==> src/rtl/axi4_burst_addr_gen.sv <==
// AXI4 burst address generator: one command in, one addr/strobe beat per handshake; first beat 1 cycle after accept.
// Backpressure: beat outputs hold while beat_ready is low; cmd_ready only in IDLE, re-raised one cycle after the burst ends.
module axi4_burst_addr_gen #(
    parameter int ADDRESS_WIDTH = 32,
    parameter int DATA_WIDTH    = 32,
    parameter int STROBE_WIDTH  = DATA_WIDTH / 8
) (
    input  logic                     aclk,
    input  logic                     areset,
    input  logic                     cmd_valid,
    output logic                     cmd_ready,
    input  logic [ADDRESS_WIDTH-1:0] cmd_addr,
    input  logic [7:0]               cmd_len,
    input  logic [2:0]               cmd_size,
    input  logic [1:0]               cmd_burst,
    output logic                     beat_valid,
    input  logic                     beat_ready,
    output logic [ADDRESS_WIDTH-1:0] beat_addr,
    output logic [STROBE_WIDTH-1:0]  beat_strb,
    output logic [7:0]               beat_idx,
    output logic                     beat_last,
    output logic                     cmd_err
);
    localparam int AW      = ADDRESS_WIDTH;
    localparam int LOG2_SW = $clog2(STROBE_WIDTH);

    localparam logic [1:0] B_FIXED = 2'b00;
    localparam logic [1:0] B_INCR  = 2'b01;
    localparam logic [1:0] B_WRAP  = 2'b10;
    localparam logic [1:0] B_RSVD  = 2'b11;

    typedef enum logic {IDLE = 1'b0, BURST = 1'b1} state_t;

    state_t                 state_q, state_d;
    logic                   cmd_ready_q, cmd_ready_d;
    logic                   cmd_err_q, cmd_err_d;
    logic                   beat_valid_q, beat_valid_d;
    logic [AW-1:0]          addr_q, addr_d;
    logic [STROBE_WIDTH-1:0] strb_q, strb_d;
    logic [7:0]             idx_q, idx_d;
    logic                   last_q, last_d;
    logic [7:0]             len_q, len_d;
    logic [2:0]             size_q, size_d;
    logic [1:0]             burst_q, burst_d;
    logic [AW-1:0]          lower_q, lower_d;
    logic [AW-1:0]          wrap_mask_q, wrap_mask_d;

    logic                   cmd_accept;
    logic                   cmd_illegal;
    logic [AW-1:0]          c_sz, c_aligned, c_bytes, c_last_byte;
    logic                   wrap_len_ok;
    logic [AW-1:0]          b_sz, next_addr;

    // Lanes from the byte offset of a up to the end of its size-aligned container.
    function automatic logic [STROBE_WIDTH-1:0] calc_strb(input logic [AW-1:0] a, input logic [2:0] s);
        logic [AW-1:0] sz, al, lo, hi;
        calc_strb = '0;
        sz = AW'(1) << s;
        al = a & ~(sz - AW'(1));
        lo = a % AW'(STROBE_WIDTH);
        hi = (al % AW'(STROBE_WIDTH)) + sz - AW'(1);
        for (int i = 0; i < STROBE_WIDTH; i++) begin
            calc_strb[i] = (AW'(i) >= lo) && (AW'(i) <= hi);
        end
    endfunction

    assign cmd_accept = cmd_valid && cmd_ready_q;

    always_comb begin
        c_sz        = AW'(1) << cmd_size;
        c_aligned   = cmd_addr & ~(c_sz - AW'(1));
        c_bytes     = (AW'(cmd_len) + AW'(1)) << cmd_size;
        c_last_byte = c_aligned + c_bytes - AW'(1);
        wrap_len_ok = (cmd_len == 8'd1) || (cmd_len == 8'd3) || (cmd_len == 8'd7) || (cmd_len == 8'd15);
        cmd_illegal = 1'b0;
        if (int'(cmd_size) > LOG2_SW)                                  cmd_illegal = 1'b1;
        if (cmd_burst == B_RSVD)                                       cmd_illegal = 1'b1;
        if (cmd_burst == B_FIXED && cmd_len > 8'd15)                   cmd_illegal = 1'b1;
        if (cmd_burst == B_WRAP && (!wrap_len_ok || c_aligned != cmd_addr)) cmd_illegal = 1'b1;
        if (cmd_burst == B_INCR && c_last_byte[AW-1:12] != cmd_addr[AW-1:12]) cmd_illegal = 1'b1;
    end

    always_comb begin
        state_d      = state_q;
        cmd_err_d    = 1'b0;
        cmd_ready_d  = (state_q == IDLE) && !cmd_accept;
        beat_valid_d = beat_valid_q;
        addr_d       = addr_q;
        strb_d       = strb_q;
        idx_d        = idx_q;
        last_d       = last_q;
        len_d        = len_q;
        size_d       = size_q;
        burst_d      = burst_q;
        lower_d      = lower_q;
        wrap_mask_d  = wrap_mask_q;

        b_sz = AW'(1) << size_q;
        case (burst_q)
            B_FIXED: next_addr = addr_q;
            B_WRAP:  next_addr = lower_q | ((addr_q + b_sz) & wrap_mask_q);
            default: next_addr = (addr_q & ~(b_sz - AW'(1))) + b_sz;
        endcase

        case (state_q)
            IDLE: begin
                if (cmd_accept) begin
                    if (cmd_illegal) begin
                        cmd_err_d = 1'b1;
                    end else begin
                        state_d      = BURST;
                        beat_valid_d = 1'b1;
                        addr_d       = cmd_addr;
                        strb_d       = calc_strb(cmd_addr, cmd_size);
                        idx_d        = 8'd0;
                        last_d       = (cmd_len == 8'd0);
                        len_d        = cmd_len;
                        size_d       = cmd_size;
                        burst_d      = cmd_burst;
                        wrap_mask_d  = c_bytes - AW'(1);
                        lower_d      = cmd_addr & ~(c_bytes - AW'(1));
                    end
                end
            end
            BURST: begin
                if (beat_ready) begin
                    if (last_q) begin
                        state_d      = IDLE;
                        beat_valid_d = 1'b0;
                        last_d       = 1'b0;
                    end else begin
                        addr_d = next_addr;
                        strb_d = calc_strb(next_addr, size_q);
                        idx_d  = idx_q + 8'd1;
                        last_d = ((idx_q + 8'd1) == len_q);
                    end
                end
            end
        endcase
    end

    always_ff @(posedge aclk) begin
        if (areset) begin
            state_q      <= IDLE;
            cmd_ready_q  <= 1'b0;
            cmd_err_q    <= 1'b0;
            beat_valid_q <= 1'b0;
            addr_q       <= '0;
            strb_q       <= '0;
            idx_q        <= '0;
            last_q       <= 1'b0;
            len_q        <= '0;
            size_q       <= '0;
            burst_q      <= '0;
            lower_q      <= '0;
            wrap_mask_q  <= '0;
        end else begin
            state_q      <= state_d;
            cmd_ready_q  <= cmd_ready_d;
            cmd_err_q    <= cmd_err_d;
            beat_valid_q <= beat_valid_d;
            addr_q       <= addr_d;
            strb_q       <= strb_d;
            idx_q        <= idx_d;
            last_q       <= last_d;
            len_q        <= len_d;
            size_q       <= size_d;
            burst_q      <= burst_d;
            lower_q      <= lower_d;
            wrap_mask_q  <= wrap_mask_d;
        end
    end

    assign cmd_ready  = cmd_ready_q;
    assign cmd_err    = cmd_err_q;
    assign beat_valid = beat_valid_q;
    assign beat_addr  = addr_q;
    assign beat_strb  = strb_q;
    assign beat_idx   = idx_q;
    assign beat_last  = last_q;

endmodule

==> config.mk <==
export PLATFORM = sky130hd
export DESIGN_NAME = axi4_burst_addr_gen
export DESIGN_NICKNAME = d
export VERILOG_FILES = /design/src/rtl/axi4_burst_addr_gen.sv
export SDC_FILE = /design/constraint.sdc
export NUM_CORES = 1
export LEC_CHECK = 0
export ABC_AREA = 1
export CAP_MARGIN = 20
export CORE_MARGIN = 4
export CORE_UTILIZATION = 50
export CTS_CLUSTER_DIAMETER = 120
export DETAILED_ROUTE_END_ITERATION = 10
export GPL_TIMING_DRIVEN = 0
export PLACE_DENSITY_LB_ADDON = 0.3
export SYNTH_ARGS = -nofsm -noshare
export SYNTH_HDL_FRONTEND = slang
export SYNTH_SLANG_ARGS = --single-unit
==> constraint.sdc <==
create_clock -name aclk -period 13.6 [get_ports aclk]
set_input_delay 2.04 -clock aclk [delete_from_list [all_inputs] [get_ports aclk]]
set_output_delay 2.04 -clock aclk [all_outputs]
set_load 0.005 [all_outputs]
==> summary.md <==
| Metric | Value |
|---|---|
| Status | `completed` |
| GPL Wtd Cong | `1.02` |
| Floorplan die area | `27700 um^2` |
| Post-Route WL | `51.7 mm` |
| Yosys reg bits | `125` |
| Post-Syn Area | `12600 um^2` |
| Per-cell routed wire length | `19.4 um` |
| Post-synth net total | `2355` |
| Vias in the first global route | `13700` |
| TNS Setup | `0 ns` |
| Clock Tree Buf Depth | `2` |
| Async set or reset register ratio after synthesis | `0%` |
| Number of H-tree levels | `4` |
| Kind of critical path | `in2reg` |
| CTS tree | `yes` |
| CTS Hold Buffers Added | `0` |
| Global-route wire length before repair | `78.9 mm` |
| Leakage power total | `0.00669 uW` |
| Worst path required time | `13.93 ns` |
| IO Count | `97` |
| Die X | `166 um` |
| Max-Cap Viols | `0` |
| GRT Total Usage | `36.0%` |
| Post-DP Area | `13900 um^2` |
| Primary FF master, synth | `dfxtp_1` |
| Slowest library cell on the worst path | `clkdlybuf4s50_1` |
| Max incr delay on CP | `0.61 ns` |
| CTS clk-pin slew, worst paths | `0.07 ns` |
| Fmax | `127 MHz` |
| Via count | `15200` |
| Sequential-to-total area share from yosys stat | `19.9%` |
| Power Density | `84.9 nW/um^2` |
| RSZ-0062 raised after global routing | `false` |
| Vias/cell | `5.68` |
| DRC Markers | `0` |
| Register share of total power | `31.0%` |
| Yosys cell types | `56` |
| Data arrival time of the worst path | `8.20 ns` |
| Largest net degree at the start of global routing | `17` |
| Antenna cells | `0` |
| Pins Over Slew Limit | `0` |
| Syn-to-layout area delta | `15.4%` |
| Worst Reg-to-Reg Cells | `29` |
| Fin nets | `2468` |
| Mux share of post-synthesis cell area | `0%` |
| Detailed placement HPWL | `41.7 mm` |
| Critical Path Sink Type | `flip-flop` |
| FF-to-FF setup slack | `7.56 ns` |
| Final-report hold violation count | `0` |
| Cts repair resizes | `0` |
| Worst slew margin | `12.8%` |
| Number of buffers created by CTS | `17` |
| Minimum clock period | `7.87 ns` |
| CP max FO | `13` |
| Total grt overflow | `0` |
| Comb pwr share | `31.3%` |
| Final Core Density | `59.1%` |
| DIE HEIGHT | `166 um` |
| Psw | `457 uW` |
| Synth Warn # | `0` |
| Post-synthesis adder-cell area fraction | `8.59%` |
| Simple-gate share of the synthesized area | `38.3%` |
| Switch share | `37.2%` |
| Worst min-delay path startpoint | `lower_q[30]` |
| Final period utilization | `57.9%` |
| Syn avg cell area | `5.65 um^2` |
| Reg-to-Reg Start | `size_q[2]` |
| Final setup violation count | `0` |
| Initial detailed-routing violation count | `1926` |
| Clock Skew | `0.0157 ns` |
| Worst Hold Depth | `2` |
| Core box area | `24500 um^2` |
| Worst setup path start | `cmd_size[2]` |
| Post-synth EDFFs | `0` |
| Largest family of logic cells by synthesized area | `simple AND/OR/NAND/NOR gates` |
| Most frequent cells in the layout | `nand2_1, inv_1, nor2_1` |
| Initial Util | `51.2%` |
| CP startpoint kind | `input pin` |
| Most frequent CP cell | `nand2_1` |
| FF-to-FF End | `beat_strb[1]` |
| Synth Area in XOR/XNOR | `3.28%` |
| Synth Area in Compound Gates | `17.0%` |
| Worst Tran Pin Value | `1.31 ns` |
| Setup crit end | `beat_addr[31]` |
| Row cnt | `57` |
| Share of cells above drive strength 1 | `4.47%` |
| Int Power | `773 uW` |
| Worst skew pair latency | `0.44 ns` |
| VDD IR-drop max | `84.9 uV` |
| Post-Layout Inst Area | `14500 um^2` |
| Most common cell after layout, fill and taps aside | `nand2_1` |
| Clock sinks | `125` |
| Postcts setup bufs | `0` |
| Clock network power share | `37.8%` |
| Post-route ant nets | `0` |
| Min-delay worst type | `reg2reg` |
| Initial antenna violation count | `0` |
| Root Driver | `clkbuf_16` |
| DR pass1 iterations | `7` |
| PortBufs | `94` |
| Post-Syn Instances | `2221` |
[critical path, delay by kind of cell]
family / cells / cell delay (ns)
AOI/OAI and AO/OA: 1 / 0.37
adders and majority gates: 4 / 0.86
buffers and inverters: 9 / 2.24
and+or+nand+nor: 22 / 2.70
[per-layer routing]
layer,vias to the layer above,wire (um),GRT usage [%]
li1,7341,-,-
met1,6922,21500,48.8
met2,783,22300,55.8
met3,118,5490,7.61
met4,0,2400,14.9
met5,-,0,0
[Yosys cell counts, drive strengths merged (2+ instances only)]
| master | n | share of area (%) |
|---|---|---|
| nand2 | 641 | 19 |
| inv | 354 | 11 |
| nor2 | 255 | 8.0 |
| a21oi | 194 | 7.8 |
| nand3 | 173 | 7.1 |
| o21ai | 148 | 6.0 |
| dfxtp | 125 | 20 |
| ha | 83 | 8.3 |
| clkbuf | 43 | 1.3 |
| xor2 | 33 | 2.3 |
| nor3 | 31 | 1.3 |
| nand4 | 23 | 1.1 |
| buf | 22 | 0.98 |
| xnor2 | 14 | 0.98 |
| nor4 | 9 | 0.45 |
| or2 | 9 | 0.45 |
| a31o | 8 | 0.56 |
| a211oi | 6 | 0.36 |
| o21bai | 5 | 0.30 |
| o22ai | 5 | 0.25 |
| a21boi | 3 | 0.18 |
| a221oi | 3 | 0.21 |
| a31oi | 3 | 0.15 |
| clkinv | 3 | 0.10 |
| nand3b | 3 | 0.18 |
| o211ai | 3 | 0.18 |
| a22oi | 2 | 0.12 |
| fa | 2 | 0.32 |
| nor3b | 2 | 0.12 |
| nor4b | 2 | 0.14 |
| o21a | 2 | 0.12 |
[layout make-up]
cell class	instances	area, um^2
Buffer	65	284
Clock buffer	18	429
Clock inverter	14	159
Fill cell	2610	10000
Inverter	357	1340
Multi-Input combinational cell	1674	8430
Sequential cell	125	2500
Tap cell	324	405
Timing Repair Buffer	94	941
[stage by stage]
| step | power [uW] | cells | setup slack (ns) | hold WS (ns) |
|---|---|---|---|---|
| CTS | 1220 | 2671 | 5.76 | 0.458 |
| floorplan | 636 | 2221 | 7.65 | 0.424 |
| global route | 1280 | 2671 | 5.15 | 0.475 |
| detailed placement | 763 | 2639 | 5.32 | 0.450 |
| finish | 1230 | 2671 | 5.73 | 0.460 |
| global placement | 757 | 2639 | 5.37 | 0.444 |
[sequential cells by signal, indices dropped and copies added, names as in the netlist]
signal       flops
beat_idx         8
cmd_ready        1
size_q           3
cmd_err          1
beat_addr       32
burst_q          2
len_q            8
beat_last        1
wrap_mask_q     31
beat_valid       1
state_q          1
beat_strb        4
lower_q         32
[logic make-up (layout without fill, tap and decap cells)]
group | after synthesis | after routing
AO/OA/AOI/OAI | 392 | 392
XOR/XNOR | 47 | 47
adder cells (fa/ha/maj) | 85 | 85
buffers and inverters | 422 | 548
flip-flops | 125 | 125
AND/OR/NAND/NOR | 1150 | 1150
[power by group through the flow]
stage               Combinational (uW)  Sequential (uW)  Clock [uW]
finish                             384              381         465
global route                       427              382         476
CTS                                376              381         460
detailed placement                 374              389           0
global placement                   368              389           0
floorplan                          250              386           0
[worst min path at each step]
stage | endpoint | slack [ns]
after detailed placement | wrap_mask_q[31] | 0.45
after global routing | lower_q[30] | 0.48
after CTS | wrap_mask_q[31] | 0.46
after global placement | wrap_mask_q[31] | 0.44
after floorplan | lower_q[23] | 0.42
final | lower_q[30] | 0.46
Power figures use the tool's default switching activity.
